===== src/rtl/memory_burst_reader.sv =====
// memory_burst_reader
//
// Port-B burst reader for a 32-bit true dual-port memory. A start pulse in
// IDLE issues BEATS consecutive reads from BASE_ADDR upward. The memory
// returns each word one cycle after its read. The returned words are packed
// into one wide word, with beat 0 in the low bits, and offered through a
// valid/ready handshake.
//
// Handshake: out_data is offered while out_valid=1. It transfers on any rising
// edge where out_valid && out_ready. out_valid never drops before that
// transfer, and out_data does not change while out_valid is high.
//
// Optional feature: define MEMORY_BURST_READER_SUM_EN to add out_sum. It is the
// sum modulo 2^16 of bits [15:0] of every captured beat in the current burst.
//
// Ports:
//   clk          rising-edge clock
//   reset        synchronous active-high reset
//   start        burst request, only honoured in IDLE
//   busy         high whenever the FSM is not in IDLE
//   mem_en_b     port-B read enable
//   mem_we_b     port-B write enable (always 0)
//   mem_addr_b   port-B address
//   mem_rdata_b  port-B read data, one cycle after mem_en_b
//   out_data     assembled burst; beat i at [i*DATA_WIDTH +: DATA_WIDTH]
//   out_valid    out_data offered to the consumer
//   out_ready    consumer accepts
//   dbg_state    current FSM state (0 IDLE, 1 ISSUE, 2 DRAIN, 3 HOLD)
//   out_sum      low-half checksum of the burst (MEMORY_BURST_READER_SUM_EN only)
module memory_burst_reader #(
    parameter int ADDR_WIDTH = 16,
    parameter int DATA_WIDTH = 32,
    parameter int BEATS      = 4,
    parameter int BASE_ADDR  = 1
) (
    input  logic                        clk,
    input  logic                        reset,
    input  logic                        start,
    output logic                        busy,
    output logic                        mem_en_b,
    output logic                        mem_we_b,
    output logic [ADDR_WIDTH-1:0]       mem_addr_b,
    input  logic [DATA_WIDTH-1:0]       mem_rdata_b,
    output logic [BEATS*DATA_WIDTH-1:0] out_data,
    output logic                        out_valid,
    input  logic                        out_ready,
    output logic [1:0]                  dbg_state
`ifdef MEMORY_BURST_READER_SUM_EN
    ,
    output logic [15:0]                 out_sum
`endif
);

    localparam int CNT_W = $clog2(BEATS + 1);
    localparam logic [CNT_W-1:0] LAST_BEAT = CNT_W'(BEATS - 1);

    typedef enum logic [1:0] {
        S_IDLE  = 2'd0,
        S_ISSUE = 2'd1,
        S_DRAIN = 2'd2,
        S_HOLD  = 2'd3
    } state_t;

    state_t                      r_state;
    state_t                      w_next_state;
    logic [CNT_W-1:0]            r_issue_cnt;
    logic [CNT_W-1:0]            r_cap_cnt;
    // Tracks the memory's one-cycle read latency: high when mem_rdata_b is valid.
    logic                        r_cap_vld;
    logic [BEATS*DATA_WIDTH-1:0] r_out_data;
    logic                        w_start_burst;
`ifdef MEMORY_BURST_READER_SUM_EN
    logic [15:0]                 r_sum;
`endif

    assign w_start_burst = (r_state == S_IDLE) && start;

    always_ff @(posedge clk) begin
        if (reset) begin
            r_state <= S_IDLE;
        end else begin
            r_state <= w_next_state;
        end
    end

    always_comb begin
        w_next_state = r_state;
        mem_en_b     = 1'b0;
        mem_addr_b   = '0;
        out_valid    = 1'b0;
        busy         = 1'b1;
        case (r_state)
            S_IDLE: begin
                busy = 1'b0;
                if (start) begin
                    w_next_state = S_ISSUE;
                end
            end
            S_ISSUE: begin
                mem_en_b   = 1'b1;
                // Address arithmetic wraps naturally at 2^ADDR_WIDTH.
                mem_addr_b = ADDR_WIDTH'(BASE_ADDR) + ADDR_WIDTH'(r_issue_cnt);
                if (r_issue_cnt == LAST_BEAT) begin
                    w_next_state = S_DRAIN;
                end
            end
            S_DRAIN: begin
                if (r_cap_vld && (r_cap_cnt == LAST_BEAT)) begin
                    w_next_state = S_HOLD;
                end
            end
            S_HOLD: begin
                out_valid = 1'b1;
                if (out_ready) begin
                    w_next_state = S_IDLE;
                end
            end
            default: begin
                w_next_state = S_IDLE;
            end
        endcase
    end

    always_ff @(posedge clk) begin
        if (reset) begin
            r_issue_cnt <= '0;
            r_cap_cnt   <= '0;
            r_cap_vld   <= 1'b0;
            r_out_data  <= '0;
`ifdef MEMORY_BURST_READER_SUM_EN
            r_sum       <= '0;
`endif
        end else begin
            r_cap_vld <= mem_en_b;
            if (w_start_burst) begin
                r_issue_cnt <= '0;
                r_cap_cnt   <= '0;
`ifdef MEMORY_BURST_READER_SUM_EN
                r_sum       <= '0;
`endif
            end else begin
                if (mem_en_b) begin
                    r_issue_cnt <= r_issue_cnt + 1'b1;
                end
                // Captures run one cycle behind issues and overlap ISSUE.
                if (r_cap_vld) begin
                    for (int i = 0; i < BEATS; i++) begin
                        if (r_cap_cnt == CNT_W'(i)) begin
                            r_out_data[i*DATA_WIDTH +: DATA_WIDTH] <= mem_rdata_b;
                        end
                    end
                    r_cap_cnt <= r_cap_cnt + 1'b1;
`ifdef MEMORY_BURST_READER_SUM_EN
                    r_sum     <= r_sum + mem_rdata_b[15:0];
`endif
                end
            end
        end
    end

    assign mem_we_b  = 1'b0;
    assign out_data  = r_out_data;
    assign dbg_state = r_state;
`ifdef MEMORY_BURST_READER_SUM_EN
    assign out_sum   = r_sum;
`endif

endmodule


===== config.mk =====
export PLATFORM = sky130hd
export DESIGN_NAME = memory_burst_reader
export DESIGN_NICKNAME = d
export VERILOG_FILES = /design/src/rtl/memory_burst_reader.sv
export SDC_FILE = /design/constraint.sdc
export NUM_CORES = 1
export LEC_CHECK = 0
export ABC_AREA = 1
export BUFFER_PORTS_ARGS = -buffer_cell sky130_fd_sc_hd__buf_2
export CORE_ASPECT_RATIO = 0.6
export CORE_UTILIZATION = 40
export DETAILED_ROUTE_END_ITERATION = 16
export PLACE_DENSITY = 0.66
export SYNTH_ARGS = -nofsm -noshare
export SYNTH_HDL_FRONTEND = slang
export SYNTH_SLANG_ARGS = --single-unit

===== constraint.sdc =====
create_clock -name clk -period 1.9 [get_ports clk]
set_input_delay 0 -clock clk [delete_from_list [all_inputs] [get_ports clk]]
set_output_delay 0 -clock clk [all_outputs]
set_load 0.05 [all_outputs]

Yosys cells after proc, flatten, opt, wreduce, memory -nomap -nowiden
Cells that the tools add are included.

storage, ports and cells
  bits in writable memories = 0
  register bits = 137
  ROM bits = 0
  output and inout port bits = 150
  memories = 0
  latch bits = 0

operators by class
  mux-type cells = 9
  shift operators = 0
  $lt $le $gt $ge = 0
  bitwise operators = 1
  reduce and logical (&&, ||, !) cells = 10
  $add $sub $neg = 3
  multiply operators = 0
  div/mod/pow operators = 0
  equal/unequal tests = 11

operators with widths
  operator             number
  $reduce_and 3->1     4
  $eq 3x2->1 const B   3
  $mux 2               4
  $ne 2x2->1 const B   4
  $pmux 2 s4           1
  $add 3x1->3 const B  2
  $add 1x3->4 const A  1
  $eq 2x2->1 const B   2
  $mux 4               1
  $reduce_and 4->1     1
  $eq 3x1->1 const B   1
  $logic_not 3->1      1
  $mux 1               3
  $eq 2x1->1 const B   1
  $logic_and 1x1->1    2
  $logic_not 2->1      1
  $reduce_or 2->1      1
  $not 1->1            1

Logic depth before layout (Yosys ltp)
  depth in word-level cells = 4
  gate-level depth with buffers = 10

Worst setup path before layout
OpenSTA, ideal clock, no wires.

  path kind = register to register
  start point = register r_state[0], in the netlist dbg_state[0]
  end point = register r_issue_cnt[2]
  cell stages (with the launch flop) = 6
  data arrival time = 2423 ps
  setup slack = -593 ps
  clock period less this slack = 2493 ps
  cells stage by stage = dfxtp_1 > ha_1 > inv_1 > nor2_1 > inv_1 > a21oi_1

between the ends
  elaborated cells between the ends (all ways) = 5

RTL lines
  element                   line  text
  start: declaration        64    state_t r_state;
  start signal: assignment  82    r_state <= w_next_state;
  $eq 2x1->1                92    case (r_state)
  $mux 1                    92
  named net mem_en_b        40    output logic mem_en_b,
  end signal: assignment    143   r_issue_cnt <= r_issue_cnt + 1'b1;
  end: declaration          66    logic [CNT_W-1:0] r_issue_cnt;

The timed path passes the listed nets, and every way through them passes these cells.
A chain may end at the register's enable or synchronous reset.

Final worst setup path
  start point = register r_cap_cnt[2]
  end point = register r_out_data[100], in the netlist out_data[100]

between the ends
  word-level cells in the longest chain between the ends = 2

RTL lines
  element                            line  text
  start: declaration                 67    logic [CNT_W-1:0] r_cap_cnt;
  start signal: assignment           152   r_cap_cnt <= r_cap_cnt + 1'b1;
  $eq 3x2->1                         148   if (r_cap_cnt == CNT_W'(i)) begin
  $reduce_and 3->1 (no source line)  n/a
  end signal: indexed assignment     149   r_out_data[i*DATA_WIDTH +: DATA_WIDTH] <= mem_rdata_b;
  end: declaration                   70    logic [BEATS*DATA_WIDTH-1:0] r_out_data;

Every way passes these cells.

==> results.txt <==
Status: finished clean
Startpoint types: register
Post-synth top area cell: dfxtp_1
TritonRoute pass-1 iters: 5
WL final: 16100 µm
Synth top area share: 49.5%
PD cells: 1180 nW/µm²
Crit path kind: reg2reg
# diodes: 0
Seq cells post-synth: 137
Clock Root Buffer: clkbuf_16
Mux cell area share after synthesis: 0%
Sequential fraction of the synthesis area: 49.5%
Die height: 93.1 µm
Ys Warns: 0
Layout cells sized above 1: 24.2%
Skew final: 0.00851 ns
Part of the cycle the worst path needs: 92.6%
Initial Util: 42.0%
Worst R2R End: out_data[100]
Worst-Margin Slew: 0.818 ns
First-pass GRT wire length: 24800 µm
Crit path cell chain: inv_1 > ha_1 > nand2_1 > a21oi_4 > buf_4 > o21ai_0 > a21oi_1
FP Rows: 32
Post-CTS setup buffers: 0
Post-DP HPWL: 10300 µm
Min Tclk post-route: 1.76 ns
Compound-Gate Fraction of Synth Area: 6.40%
GRT Resource Usage Total: 22.3%
Clk_lat worst skew: 0.41 ns
Min-delay src: out_ready
Initial antenna violation count: 0
Crit path DAT: 2.05 ns
Area share of and/or/nand/nor cells after synthesis: 31.6%
Die X: 154 µm
Leakage: 3.77 nW
CTS clk-pin slew, worst paths: 0.06 ns
Critical Path RT: 2.19 ns
Synth Area in Adders: 2.49%
CTS buffer count: 17
Die Area: 14300 µm²
Vias in the first global route: 4754
XOR/XNOR share of the synthesized area: 0%
Final Hold Violating Endpoints: 0
Vias after detailed routing: 5394
CP max FO: 26
Area Overhead vs Synth: 36.2%
Worst hold endpoint: dbg_state[0]
Number of buffers added on ports: 172
Layout Nets: 996
Maximum achievable frequency: 569 MHz
Syn avg cell area: 7.28 µm²
FF+latch area: 2740 µm²
FILL cells: 1229
Via density: 4.77
Number of max-cap violations: 0
H-tree Lvls: 4
Synth area leaders: dfxtp_1, nor2_1, nand3_1
IR drop worst, VDD: 0.812 mV
Area of the multi-input gates: 2370 µm²
Crit Reg-Reg Startpoint: r_cap_cnt[2]
Max Slew Vio Count: 0
ANT nets after route: 0
# IOs: 186
Synthesized area: 5540 µm²
Netlist cell types: 20
Iter 0 DRT Violations: 319
Slowest stage delay, CP: 0.61 ns
Post-route cell area: 7540 µm²
CP endpoint kind: register
Flop-to-flop setup slack: 0.14 ns
Max-slew headroom: 45.3%
Main combinational cell family by area after synthesis: simple AND/OR/NAND/NOR gates
Setup TNS: 0 ns
Pin count of the biggest net entering global routing: 65
Synthesized instance count: 760
CTS tree: yes
CTS max path bufs: 2
Hold depth: 7
Hold/Removal Path Class: in2reg
DRC: 0
Reg2reg path depth: 7
Cell area after placement: 6540 µm²
CTS sink cnt: 137
Gpl congestion: 0.782
# setup viols final: 0
Core area: 13200 µm²
Gr ovfl total: 0
RSZ-0062 raised after global routing: yes
Critical-path top delay cell: dfxtp_1
Drt wl/cell: 14.3 µm
layout by cell type, fill, tap and decap left out, types with 18 or more instances in the layout:
cell,count
o21ai_0,32
a21oi_1,37
nand2_1,119
nor2_1,200
dfxtp_1,136
clkbuf_16,18
inv_1,50
buf_2,172
dlygate4sd3_1,33
nand3_1,96
worst max-delay path: cells and delay by family, from the launching register on:
| kind | cells | cell delay, ns |
|---|---|---|
| compound gates | 3 | 0.31 |
| fa+ha+maj | 1 | 0.23 |
| flops | 1 | 0.61 |
| simple gates | 1 | 0.15 |
| buf+inv | 2 | 0.32 |
how the worst max path moves through the flow:
stage | start | endpoint | depth (start not counted)
after floorplan | dbg_state[1] | out_data[0] | 9
after global placement | dbg_state[1] | out_data[13] | 9
after detailed placement | dbg_state[1] | out_data[28] | 9
after CTS | dbg_state[1] | out_data[28] | 9
after global routing | r_cap_cnt[0] | out_data[75] | 7
final | r_cap_cnt[2] | out_data[100] | 7
cell usage after synthesis:
library cell,count
nor3b_1,1
a21oi_1,37
buf_6,5
nor3_2,3
inv_1,51
buf_4,13
conb_1,1
nand2_1,119
a21oi_2,1
o21ai_0,32
nand2_2,1
dfxtp_1,137
inv_2,1
ha_1,11
nand3_1,96
buf_1,10
buf_2,26
clkbuf_1,8
nor2_1,206
or2_2,1
through the flow:
stage	power, W	utilization (%)	std cells	hold slack [ns]	worst slack, ns
after floorplan	0.00491	-	772	0.0724	0.00340
after global placement	0.00536	49.7	1065	0.226	0.158
after detailed placement	0.00538	49.7	1065	0.229	0.0891
after CTS	0.00890	56.9	1129	0.0614	0.0965
after global routing	0.00929	57.2	1131	0.129	-0.0117
final	0.00890	57.2	1131	0.0771	0.142
logic make-up (layout without fill, tap and decap cells):
kind of cell / count (synthesis) / in the layout
adder cells (fa/ha/maj): 11 / 11
AND/OR/NAND/NOR: 427 / 428
other: 1 / 13
buffers and inverters: 114 / 302
flip-flops: 137 / 137
AO/OA/AOI/OAI: 70 / 70
layout make-up:
type                            count  share of cell area, %
Sequential cell                   137                   36.4
Multi-Input combinational cell    522                   31.5
Timing Repair Buffer              219                   18.5
Clock buffer                       19                   5.88
Tap cell                          170                   2.82
Inverter                           52                   2.66
Clock inverter                     12                   2.32
layer usage:
metal	vias to the layer above	routed length (µm)	global-route usage [%]
li1	2734	-	-
met2	223	6510	31.4
met5	-	0	0
met4	0	98	5.42
met1	2425	8240	32.6
met3	12	1280	6.90
report_power, final:
group | switching [W] | internal [W]
clock | 0.00124 | 0.00222
sequential | 0.000130 | 0.00307
combinational | 0.00169 | 0.000555
state kept, by name (all words and copies together), names as in the netlist:
register / flops
r_issue_cnt: 3
dbg_state: 2
out_data: 128
r_cap_vld: 1
r_cap_cnt: 3
timing repair:
item,CTS,global route
gates resized for setup,0,4
setup endpoints to repair,0,65
hold endpoints to repair,97,0
hold buffers,33,0
Note: power is estimated with default switching activity, not from simulation.
